===== config.mk =====
export PLATFORM = sky130hd
export DESIGN_NAME = btg_counter
export DESIGN_NICKNAME = d
export VERILOG_FILES = /design/src/rtl/btg_counter.sv
export SDC_FILE = /design/constraint.sdc
export NUM_CORES = 1
export LEC_CHECK = 0
export CAP_MARGIN = 15
export CORE_MARGIN = 2
export CORE_UTILIZATION = 31
export CTS_CLUSTER_SIZE = 10
export DETAILED_ROUTE_END_ITERATION = 6
export GPL_ROUTABILITY_DRIVEN = 0
export SYNTH_ARGS = -nofsm -noshare
export SYNTH_HDL_FRONTEND = slang
export SYNTH_SLANG_ARGS = --single-unit

===== constraint.sdc =====
create_clock -name clk -period 2.1 [get_ports clk]
set_input_delay 0.525 -clock clk [delete_from_list [all_inputs] [get_ports clk]]
set_output_delay 0.525 -clock clk [all_outputs]
set_load 0.05 [all_outputs]

===== src/rtl/btg_counter.sv =====
// rtl/btg_counter.sv - synchronous up/down binary counter with registered Gray-code output
//
// Purpose:
//   Keeps a WIDTH-bit binary count and presents the matching Gray code as a
//   registered output, so exactly one bit of gray changes per count step.
//   Supports parallel load, up/down stepping and a one-cycle wrap pulse.
//   Priority on each edge: rst > load > en > hold.
//
// Optional feature (macro BTG_SELFCHECK_EN):
//   Defined     - checker decodes the registered gray back to binary and
//                 compares it with bin every cycle; after an en step it also
//                 checks that gray moved by exactly one bit. Any mismatch sets
//                 the sticky gerr flag, which only rst clears.
//   Not defined - no checker; gerr is tied to 0.
//
// Ports:
//   clk       in   rising-edge clock
//   rst       in   synchronous active-high reset
//   en        in   step the count by one this cycle
//   up        in   step direction when en=1 (1 = increment, 0 = decrement)
//   load      in   load bin from load_bin (overrides en)
//   load_bin  in   [WIDTH] binary value to load
//   bin       out  [WIDTH] registered binary count
//   gray      out  [WIDTH] registered Gray code of bin
//   tc        out  one-cycle registered wrap pulse
//   gerr      out  sticky self-check error

module btg_counter #(
    parameter int WIDTH = 4
) (
    input  logic             clk,
    input  logic             rst,
    input  logic             en,
    input  logic             up,
    input  logic             load,
    input  logic [WIDTH-1:0] load_bin,
    output logic [WIDTH-1:0] bin,
    output logic [WIDTH-1:0] gray,
    output logic             tc,
    output logic             gerr
);

    localparam logic [WIDTH-1:0] ZERO     = '0;
    localparam logic [WIDTH-1:0] ALL_ONES = '1;
    localparam logic [WIDTH-1:0] ONE      = {{(WIDTH-1){1'b0}}, 1'b1};

    logic [WIDTH-1:0] r_bin;
    logic [WIDTH-1:0] r_gray;
    logic             r_tc;

    logic [WIDTH-1:0] w_next_bin;
    logic [WIDTH-1:0] w_next_gray;
    logic             w_next_tc;

    // Next-state selection. tc only rises on a wrapping en step; load and
    // hold both drive it low.
    always_comb begin
        w_next_bin = r_bin;
        w_next_tc  = 1'b0;
        if (load) begin
            w_next_bin = load_bin;
        end else if (en) begin
            if (up) begin
                w_next_bin = r_bin + ONE;
                w_next_tc  = (r_bin == ALL_ONES);
            end else begin
                w_next_bin = r_bin - ONE;
                w_next_tc  = (r_bin == ZERO);
            end
        end
    end

    // Gray is encoded from the next binary value, not from r_bin, so both
    // registers update on the same edge and never disagree for a cycle.
    assign w_next_gray = w_next_bin ^ (w_next_bin >> 1);

    always_ff @(posedge clk) begin
        if (rst) begin
            r_bin  <= ZERO;
            r_gray <= ZERO;
            r_tc   <= 1'b0;
        end else begin
            r_bin  <= w_next_bin;
            r_gray <= w_next_gray;
            r_tc   <= w_next_tc;
        end
    end

    assign bin  = r_bin;
    assign gray = r_gray;
    assign tc   = r_tc;

`ifdef BTG_SELFCHECK_EN
    logic [WIDTH-1:0] r_prev_gray;
    logic             r_stepped;
    logic             r_gerr;

    logic [WIDTH-1:0] w_dec_bin;
    logic [WIDTH-1:0] w_gray_diff;
    logic             w_one_bit;
    logic             w_err;

    // Gray-to-binary via the XOR prefix chain from the MSB downward.
    function automatic logic [WIDTH-1:0] gray_to_bin(input logic [WIDTH-1:0] g);
        logic [WIDTH-1:0] b;
        b[WIDTH-1] = g[WIDTH-1];
        for (int i = WIDTH - 2; i >= 0; i--) begin
            b[i] = b[i+1] ^ g[i];
        end
        return b;
    endfunction

    assign w_dec_bin   = gray_to_bin(r_gray);
    assign w_gray_diff = r_gray ^ r_prev_gray;
    // Exactly one bit set: non-zero and clearing the lowest set bit leaves 0.
    assign w_one_bit   = (w_gray_diff != ZERO) &&
                         ((w_gray_diff & (w_gray_diff - ONE)) == ZERO);
    assign w_err       = (w_dec_bin != r_bin) || (r_stepped && !w_one_bit);

    // r_stepped marks that the current r_gray came from an en step (not a
    // load or hold), so the single-bit-change rule applies this cycle.
    always_ff @(posedge clk) begin
        if (rst) begin
            r_prev_gray <= ZERO;
            r_stepped   <= 1'b0;
            r_gerr      <= 1'b0;
        end else begin
            r_prev_gray <= r_gray;
            r_stepped   <= en && !load;
            r_gerr      <= r_gerr || w_err;
        end
    end

    assign gerr = r_gerr;
`else
    assign gerr = 1'b0;
`endif

endmodule


==> key figures <==
Timing
  • Clock skew: ~0.0035 ns
  • Relative slew slack: 66.8%
  • Fmax: 500 MHz
  • Hold Slack: a little under 0.7 ns
  • RSZ-0062 raised after global routing: false
  • Setup violations, final: 0
  • Hold Vio Cnt, Final: 0
  • Worst slew pin tran: 0.496 ns
  • Period Utilization, post-route: a little over nine tenths
  • Minimum clock period: 2.00 ns
  • Max Slew Vio Count: 0

Clock network
  • Hold-fix buffers, CTS: 0
  • Worst-path clk slew: 0.05 ns
  • Clock Sinks: 8
  • Clock insertion delay at the later pin of the skew report: between 0.2 and 0.3 ns
  • H-tree depth: 1
  • CTS tree: built
  • Clock tree buffer depth: 2
  • Clock root buffer: clkbuf_4
  • CTS buffer count: 3

Setup path
  • CP peak stage delay: 0.83 ns
  • CP max FO: 5
  • Delay-heaviest family, CP: buffers and inverters
  • WP data required: approximately 1.6 ns
  • Buf+Inv Stages, Crit Path: 1
  • R2R depth: 5
  • Setup Crit Path Kind: reg -> out
  • R2r endpoint: gray[1]
  • Worst R2R Setup Slack: between 0.3 and 0.4 ns
  • R2R Path Start: bin[1]
  • CP Capture Type: primary output
  • Crit-path cells: clkdlybuf4s50_1
  • WP data arrival: approximately 1.5 ns
  • Startpoint Class: register
  • CP Depth: 1
  • Slowest cell on the critical path: clkdlybuf4s50_1

Place
  • Estimated wirelength of the detail-placed design: 857 um
  • Area post-placement: between 700 and 800 um^2
  • Buffers on Ports: 17

Die
  • Initial core utilization: between 30% and 40%
  • Die area: roughly 2000 um^2
  • Die H: about 44 um
  • Row count: 14
  • Die X: between 40 and 50 um
  • Core outline area: roughly 1500 um^2
  • IO Pins: 19

Synthesis
  • Synth Warn #: 0
  • Mux contribution to synthesized area: under 10%
  • Largest family of logic cells by synthesized area: simple AND/OR/NAND/NOR gates
  • Synth Area in Compound Gates: approximately 15%
  • Mapped Cells: between 50 and 60
  • Yosys reg bits: 8
  • Syn_area_per_cell: 9.10 um^2
  • Synth cell types: 32
  • Register area share after synthesis: ~32%
  • Adder and majority cell fraction of the synthesized area: ~9%
  • Post-synthesis net count: 67
  • Netlist Area Pre-Place: about 500 um^2
  • Simple-gate share of the synthesized area: between 20% and 30%
  • XOR/XNOR share of the synthesized area: between 5 and 6%

GRT
  • Global-route wire length before repair: between 1.5 and 2 mm
  • Largest net degree at the start of global routing: 11
  • Initial antenna violation count: 0
  • Tot GR Track Use: 12.5%
  • Grt ovf: 0
  • Vias in the first global route: approximately 420

Cells and area
  • Area growth from synthesis to layout: 46.0%
  • Leading cell type in the layout, fill and taps excluded: clkdlybuf4s50_1
  • Commonest cells after routing, fill and taps aside: clkdlybuf4s50_1 (12), buf_4 (11), dfxtp_1 (8)
  • Nets: 92
  • Area of the multi-input gates: between 300 and 400 um^2
  • Final instance area: 731 um^2
  • Layout Utilization: between 40% and 50%
  • Register area: 160 um^2
  • Share of cells above drive strength 1: 23.1%
  • Fill count: between 150 and 200
  • Antenna cells: 0

Power and ir drop
  • Worst-case vdd ir drop: 0.000552 V
  • P_leak: about 0.33 nW
  • Design Power: 500 uW
  • PD cells: 684 nW/um^2

Drt
  • Routed Antenna Nets: 0
  • Initial drt markers: 8
  • DRC: 0
  • Vias: between 400 and 500
  • Routed len/inst: roughly 11 um
  • First drt pass iteration count: 4
  • Via density per instance: about 5
  • Routed wire length: 1.06 mm

Hold path
  • Worst Hold Class: reg -> reg
  • Hold EP: tc
  • Hold Crit Depth: 4
  • Worst hold path startpoint: bin[2]

Status
  • Status: finished clean

Run
  • Max cap viols: 0
-- final cells by class --
type / instances / area share, %
Sequential cell: 8 / 21.9
Tap cell: 16 / 2.74
Clock buffer: 3 / 3.08
Timing Repair Buffer: 24 / 28.9
Multi-Input combinational cell: 40 / 41.8
Inverter: 3 / 1.54
-- synth_stat cells --
cell	instances	area share, %
or4b_1	1	2.0
nand3b_1	1	1.5
mux2i_1	3	6.0
nor4_1	1	1.3
a211oi_1	1	1.5
buf_4	3	4.5
a21oi_1	3	3.0
a22oi_1	1	1.5
nand3_1	1	1.0
nor2_1	6	4.5
nor4b_1	1	1.8
o21bai_1	1	1.5
dfxtp_1	8	32
a221o_1	1	2.0
ha_1	2	5.0
nand2_1	1	0.75
o21ai_0	1	1.0
buf_2	1	1.0
nand3_2	1	2.0
a21o_1	1	1.5
xnor2_1	2	3.5
nor4bb_1	1	2.0
nand4_1	1	1.3
conb_1	1	0.75
o2bb2ai_1	1	1.8
inv_1	3	2.2
xor2_1	1	1.8
a31oi_1	1	1.3
or3_1	2	2.5
fa_1	1	4.0
mux2_2	1	2.2
nor3b_1	1	1.5
-- worst register-to-register path, stage by stage (launching register included) --
cell and delay, ns:
dfxtp_1 0.43, fa_1 0.46, mux2_2 0.28, mux2i_2 0.24, o21ai_0 0.14, a21oi_1 0.15
-- where the power goes --
| part | switching [mW] | internal (mW) | leakage (nW) | total (mW) |
|---|---|---|---|---|
| Combinational | 0.120 | 0.0881 | 0.249 | 0.208 |
| Clock | 0.0473 | 0.0650 | 0.0138 | 0.112 |
| Sequential | 0.0122 | 0.168 | 0.0663 | 0.180 |
-- worst max path at each step --
stage | startpoint | to
global placement | up | gray[1]
floorplan | bin[0] | gray[1]
CTS | bin[2] | bin[2]
finish | bin[2] | bin[2]
detailed placement | up | gray[1]
global route | bin[2] | bin[2]
-- per-layer routing --
layer  part of all wire (%)  up-vias  track usage (%)  wire [um]
li1                       -      246                -          -
met4                      0        0                0          0
met2                     45       17             20.6        476
met5                      0        -                0          0
met1                     45      218             15.1        480
met3                     10        0             7.35        106
-- registers in the layout (all words and copies together) (netlist names) --
name	flops
gray	3
bin	4
tc	1
-- what timing repair did --
item                                    4_1_cts  5_1_grt
gates resized for setup                       3        0
hold endpoints to repair                      0        0
setup buffers                                 0        0
endpoints found under the setup margin        3        0
-- kinds of logic (layout without fill, tap and decap cells) --
family / after synthesis / count (layout)
AO/OA/AOI/OAI: 11 / 11
XOR/XNOR: 3 / 3
adder cells (fa/ha/maj): 3 / 3
buffers and inverters: 7 / 30
flip-flops: 8 / 8
multiplexers: 4 / 4
other: 1 / 1
AND/OR/NAND/NOR: 18 / 18
-- stage by stage --
stage | TNS, ns | setup WS [ns] | std cells
after floorplan | 0 | 0.0416 | 55
after global routing | 0 | 0.0451 | 94
after global placement | -1.50 | -0.332 | 91
final | 0 | 0.101 | 94
after CTS | 0 | 0.0810 | 94
after detailed placement | -1.65 | -0.376 | 91
(Power assumes the default switching activity.)
